File: src/rtl/philv_mem_pkg.sv
// Shared types for the memory arbiter: bus width default, port IDs, and the
// owner record that carries a grant into its response cycle.
package philv_mem_pkg;

   localparam int N_DEFAULT = 32;
   localparam int CNT_W     = 16;

   typedef enum logic {
      PORT_IF = 1'b0,
      PORT_LS = 1'b1
   } port_id_t;

   typedef struct packed {
      logic     valid;
      port_id_t port;
      logic     we;
      logic     err;
   } owner_t;

   function automatic logic [CNT_W-1:0] sat_inc(input logic [CNT_W-1:0] v);
      return (&v) ? v : v + 1'b1;
   endfunction

endpackage

File: src/rtl/mem_arb_pick.sv
// Two-way grant selection between fetch and load/store requesters.
// MEM_ARB_ROUND_ROBIN_EN selects round-robin on contention; otherwise ls wins.
module mem_arb_pick
   import philv_mem_pkg::*;
(
   input  logic     if_req,
   input  logic     ls_req,
`ifdef MEM_ARB_ROUND_ROBIN_EN
   input  port_id_t last_port,
`endif
   output logic     if_gnt,
   output logic     ls_gnt
);

   always_comb begin
      if_gnt = 1'b0;
      ls_gnt = 1'b0;
      if (if_req && ls_req) begin
`ifdef MEM_ARB_ROUND_ROBIN_EN
         // the port that did not win last time gets this one
         if (last_port == PORT_LS) begin
            if_gnt = 1'b1;
         end else begin
            ls_gnt = 1'b1;
         end
`else
         ls_gnt = 1'b1;
`endif
      end else begin
         if_gnt = if_req;
         ls_gnt = ls_req;
      end
   end

endmodule

File: src/rtl/mem_arbiter.sv
// Single-ported memory arbiter for instruction fetch and load/store with one-cycle
// response latency. Define MEM_ARB_ROUND_ROBIN_EN for round-robin contention handling.
module mem_arbiter
   import philv_mem_pkg::*;
#(
   parameter int N = N_DEFAULT
) (
   input  logic         clk,
   input  logic         rst,

   input  logic         if_req,
   input  logic [N-1:0] if_addr,
   output logic         if_gnt,
   output logic         if_rvalid,
   output logic [N-1:0] if_rdata,

   input  logic         ls_req,
   input  logic         ls_we,
   input  logic [N-1:0] ls_addr,
   input  logic [N-1:0] ls_wdata,
   output logic         ls_gnt,
   output logic         ls_rvalid,
   output logic [N-1:0] ls_rdata,
   output logic         ls_err,

   output logic         mem_rdEna,
   output logic         mem_wrEna,
   output logic [N-1:0] mem_rdAddr,
   output logic [N-1:0] mem_wrAddr,
   output logic [N-1:0] mem_wrData,
   input  logic [N-1:0] mem_rdData
);

   localparam logic [N-1:0] WORD_MASK = ~N'(3);

   logic             pick_if;
   logic             pick_ls;
   logic             ls_mis;
   owner_t           owner;
   logic [CNT_W-1:0] cnt_if;
   logic [CNT_W-1:0] cnt_ls;

   assign ls_mis = (ls_addr[1:0] != 2'b00);

`ifdef MEM_ARB_ROUND_ROBIN_EN
   port_id_t last_port;

   // reset value makes ls the winner of the first contested cycle
   always_ff @(posedge clk or posedge rst) begin
      if (rst) begin
         last_port <= PORT_IF;
      end else if (if_gnt) begin
         last_port <= PORT_IF;
      end else if (ls_gnt) begin
         last_port <= PORT_LS;
      end
   end

   mem_arb_pick u_pick (
      .if_req    (if_req),
      .ls_req    (ls_req),
      .last_port (last_port),
      .if_gnt    (pick_if),
      .ls_gnt    (pick_ls)
   );
`else
   mem_arb_pick u_pick (
      .if_req (if_req),
      .ls_req (ls_req),
      .if_gnt (pick_if),
      .ls_gnt (pick_ls)
   );
`endif

   // grants are combinational but must read 0 the instant reset asserts
   assign if_gnt = pick_if & ~rst;
   assign ls_gnt = pick_ls & ~rst;

   always_comb begin
      mem_rdEna  = 1'b0;
      mem_wrEna  = 1'b0;
      mem_rdAddr = '0;
      mem_wrAddr = '0;
      mem_wrData = '0;
      if (if_gnt) begin
         mem_rdEna  = 1'b1;
         mem_rdAddr = if_addr & WORD_MASK;
      end else if (ls_gnt && !ls_mis) begin
         if (ls_we) begin
            mem_wrEna  = 1'b1;
            mem_wrAddr = ls_addr;
            mem_wrData = ls_wdata;
         end else begin
            mem_rdEna  = 1'b1;
            mem_rdAddr = ls_addr;
         end
      end
   end

   always_ff @(posedge clk or posedge rst) begin
      if (rst) begin
         owner <= '0;
      end else begin
         owner.valid <= if_gnt | ls_gnt;
         owner.port  <= ls_gnt ? PORT_LS : PORT_IF;
         owner.we    <= ls_gnt & ls_we;
         owner.err   <= ls_gnt & ls_mis;
      end
   end

   assign if_rvalid = owner.valid && (owner.port == PORT_IF);
   assign ls_rvalid = owner.valid && (owner.port == PORT_LS);
   assign ls_err    = ls_rvalid && owner.err;
   assign if_rdata  = if_rvalid ? mem_rdData : '0;
   assign ls_rdata  = (ls_rvalid && !owner.we && !owner.err) ? mem_rdData : '0;

   always_ff @(posedge clk or posedge rst) begin
      if (rst) begin
         cnt_if <= '0;
         cnt_ls <= '0;
      end else begin
         if (if_gnt) cnt_if <= sat_inc(cnt_if);
         if (ls_gnt) cnt_ls <= sat_inc(cnt_ls);
      end
   end

endmodule

File: config.mk
export PLATFORM = sky130hd
export DESIGN_NAME = mem_arbiter
export DESIGN_NICKNAME = d
export VERILOG_FILES = /design/src/rtl/philv_mem_pkg.sv /design/src/rtl/mem_arb_pick.sv /design/src/rtl/mem_arbiter.sv
export SDC_FILE = /design/constraint.sdc
export NUM_CORES = 1
export LEC_CHECK = 0
export CAP_MARGIN = 20
export CORE_AREA = 4 4 115 117
export CTS_CLUSTER_DIAMETER = 50
export CTS_CLUSTER_SIZE = 14
export DETAILED_ROUTE_END_ITERATION = 6
export DIE_AREA = 0 0 119 121
export PLACE_DENSITY = 0.65
export SETUP_SLACK_MARGIN = 0.3
export SYNTH_ARGS = -nofsm -noshare
export SYNTH_HDL_FRONTEND = slang
export SYNTH_SLANG_ARGS = --single-unit
File: constraint.sdc
create_clock -name clk -period 1.5 [get_ports clk]
set_input_delay 0.225 -clock clk [delete_from_list [all_inputs] [get_ports clk]]
set_output_delay 0.225 -clock clk [all_outputs]
set_load 0.05 [all_outputs]
# After elaboration in Yosys (flattened, before gate mapping)
# Cells that the tools add are included.
# word_totals
output_inout_bits	167
word_cells	42
inputBits	133
register_bits	4
# op_classes
mux	20
n_reduce_logical	11
n_bitwise	7
# ops
operator	n
$mux W32	11
$mux W1	9
$logic_and A1 B1 Y1	7
$and A1 B1 Y1	4
$logic_not A1 Y1	3
$not A1 Y1	2
$reduce_bool A2 Y1	1
$or A1 B1 Y1	1

# Depth between registers and ports, before layout
# depth
depth_word	6
ltp_mapped	4
ltp_nobuf	2

# Cells and area by module
# A second synthesis with hierarchy kept.
# unflattened
cells_unflattened	276
area_unflattened_um2	1955.6
# modules_own_cells
mod	area_per_inst_um2	cells_per_inst	seq_area_each_um2	instances
mem_arbiter	1945.6	274	100.1	1
mem_arb_pick	10.0	2	0.0	1

# Worst setup path after synthesis
# Ideal clock, no wire load.
# synth_path
path_type	flip-flop to output port
from	register owner[2] (netlist bit)
to	output if_rdata[22]
stages_incl_launch_ff	4
n_path_buf	1
t_arrival_ps	1712
path_slack_ps	-437
t_required_ps	1275
cell_sequence	dfrtp_1 -> nor2b_1 -> clkbuf_1 -> and2_1
# synth_via
elab_chain_len	3
# synth_lines
item	line_no	rtl
start, declared	mem_arbiter.sv:39	owner_t owner;
$not A1 Y1	mem_arbiter.sv:111	assign if_rvalid = owner.valid && (owner.port == PORT_IF);
$logic_and A1 B1 Y1	mem_arbiter.sv:111	
via if_rvalid	mem_arbiter.sv:14	output logic if_rvalid,
$mux W32	mem_arbiter.sv:114	assign if_rdata = if_rvalid ? mem_rdData : '0;
end, declared	mem_arbiter.sv:15	output logic [N-1:0] if_rdata,
# The timed path passes the listed nets, and every way through them passes these cells.

# Worst setup path after layout
# layout_path
from	input ls_addr[1]
to	output mem_wrData[16]
# layout_via
elab_chain_len	5
# layout_lines
item	line_no	rtl
start, declared	mem_arbiter.sv:19	input logic [N-1:0] ls_addr,
$reduce_bool A2 Y1	mem_arbiter.sv:43	assign ls_mis = (ls_addr[1:0] != 2'b00);
$logic_not A1 Y1	mem_arbiter.sv:88	end else if (ls_gnt && !ls_mis) begin
$logic_and A1 B1 Y1	mem_arbiter.sv:88	
$mux W32	mem_arbiter.sv:88	
$mux W32	mem_arbiter.sv:85	if (if_gnt) begin
end, declared	mem_arbiter.sv:30	output logic [N-1:0] mem_wrData,
# Every way passes these cells.

==> impl_metrics.csv <==
group,metric,value,unit
final_layout,layout.cells.non_filler,713,
logic_synthesis,syn-cell-area,1500,µm²
placed_design,place_congestion,0.713,
logic_synthesis,synth-seq-cells,4,
critical_path,slowest_stage,"nor4b_4",
floorplanning,dieArea,14400,µm²
critical_path,max_stage_delay,250,ps
final_layout,regMostFlops,"owner",
sta,rsz0062_at_grt,"yes",
logic_synthesis,synthDistinctLibCells,17,
global_route,grt.total_usage,17.4,%
final_layout,largest_register_ffs,4,
cts,cts_tree,"yes",
sta,slew_viol_final,0,
placed_design,io_buffers,293,
final_layout,drive_above_1_share,74.5,%
drt,detail-route-antenna-nets,0,
floorplanning,pin_count,300,
sta,fin_ws,-283,ps
drt,wl_per_cell,19.0,µm
sta,fmax,561,MHz
cts,hold_buffers,0,
drt,vias,3054,
floorplanning,core,12400,µm²
critical_path,critical_path_class,"input port to output pin",
power_and_ir_drop,p_leak,3.35,nW
final_layout,fillerInstances,935,
logic_synthesis,synth_cells,209,
sta,hold_violations,0,
global_route,grt_pass1_vias,3385,
final_layout,reg_top3,"owner x4",
critical_path,crit_path_frequent_cell,"buf_12",
critical_path,worstPathArrival,1560,ps
final_layout,multiInputGateArea,1750,µm²
logic_synthesis,synth_seq_area_share,6.66,%
sta,tns,-28920,ps
global_route,grt_pass1_wl,19800,µm
sta,setup_violations,159,
cts,root_buffer,"clkbuf_16",
critical_path,cp-start-kind,"input port",
final_layout,final_cell_mix,"buf_12 (176), clkdlybuf4s50_1 (124), and2_4 (66), and3_4 (63), a32o_2 (30)",
final_layout,nets,676,
placed_design,dp.cells,664,
global_route,grt_antenna_before_repair,0,
final_layout,syn_to_final_growth,423,%
floorplanning,initial_core_util,12.2,%
outcome,violations,"setup timing",
drt,drtIter0Drc,59,
final_layout,antenna_cells,0,
power_and_ir_drop,p_per_area,308,nW/µm²
floorplanning,fp-row-count,41,
cts,cts_buffers,3,
drt,drc,0,
cts,cts.sinks,4,
critical_path,crit_path_end_kind,"output pin",
logic_synthesis,postSynthAreaPerCell,7.19,µm²
power_and_ir_drop,ir_worst_vdd,0.316,mV
cts,clockBufferDepth,2,
logic_synthesis,yosysWarnings,0,
cts,clkTransAtPathRegs,30,ps
final_layout,seq_area,100,µm²
drt,avgViaCountPerCell,4.28,
critical_path,cp_max_fo,8,
final_layout,layout_commonest_cell,"buf_12",
job,drv_cap,0,
placed_design,dp_hpwl,10200,µm
drt,wl,13600,µm
global_route,grt_max_degree,47,
floorplanning,fp.dieH,121,µm
cts,htreeDepth,1,
drt,dr.pass1.iters,3,
critical_path,required,1270,ps
outcome,status,"complete, but fails checks",
floorplanning,die_w,119,µm
sta,fin_crit_sh,119,%
global_route,overflow,0,
critical_path,crit_chain,"buf_8 -> nor4b_4 -> buf_4 -> buf_12 -> buf_12 -> buf_12 -> buf_16 -> and3_4 -> buf_12",
sta,fin_crit,1780,ps
hold_path,hold_path.class,"input port to asynchronous set/reset pin",
-- logic make-up after synthesis --
logic type / synth area share [%]
compound gates: 21.0
buf+inv: 13.4
flops: 6.66
other cells: 0.250
simple gates: 58.7
-- cells in the mapped netlist --
master | n | area share (%)
a21o_1 | 1 | 0.50
a32o_1 | 30 | 20
and2_1 | 67 | 28
and3_1 | 63 | 26
and4bb_2 | 1 | 0.83
buf_2 | 2 | 0.67
buf_4 | 4 | 2.0
buf_6 | 7 | 5.2
clkbuf_1 | 20 | 5.0
conb_1 | 1 | 0.25
dfrtp_1 | 4 | 6.7
inv_1 | 2 | 0.50
nor2_1 | 2 | 0.50
nor2b_1 | 2 | 0.83
nor3b_2 | 1 | 0.83
nor4b_4 | 1 | 1.6
o21a_1 | 1 | 0.50
-- layout make-up --
class / count / share of cell area, %
Timing Repair Buffer: 359 / 72.6
Multi-Input combinational cell: 173 / 22.3
Tap cell: 172 / 2.74
Sequential cell: 4 / 1.27
Clock buffer: 3 / 0.955
Inverter: 2 / 0.0955
-- timing repair --
item | CTS | global route
pin swaps | 46 | 17
cloned | 17 | 2
buffers inserted | 22 | 5
resized for setup | 77 | 14
setup endpoints to repair | 165 | 162
-- worst max-delay path: cells and delay by family --
kind                   cells  cell delay [ps]
AND/OR/NAND/NOR            2              440
buffers and inverters      7              870
-- per-stage QoR --
stage          cell area, µm²  setup WS, ps  utilization (%)  hold slack, ps  total power [mW]
3_3_place_gp             6820          -468             55.2             744              1.76
5_1_grt                  7860          -307             63.6             145              2.50
2_1_floorplan            2060          59.7                -           -8.92             0.826
6_report                 7860          -283             63.6             126              2.42
4_1_cts                  7740          -300             62.6            37.5              2.41
3_5_place_dp             6820          -477             55.2             733              1.78
-- metal layers --
metal	vias up	track usage [%]	part of all wire [%]
li1	1432	-	-
met1	1396	18.1	35
met2	205	34.7	55
met3	21	4.24	7.9
met4	0	3.77	2.2
met5	-	0	0
-- final timing paths --
kind	start	to	cells after the start
min in group clk	if_req	owner[3]	3
hold / removal	rst	owner[3]	4
max in group asynchronous	rst	owner[2]	4
setup / recovery	ls_addr[1]	mem_wrData[16]	9
-- where the power goes --
group          internal, mW  switching (mW)  total, mW
combinational          1.07           0.825       1.90
clock                 0.340          0.0696      0.410
sequential            0.114         0.00307      0.117
total                  1.52           0.897       2.42
Power figures use the tool's default switching activity.
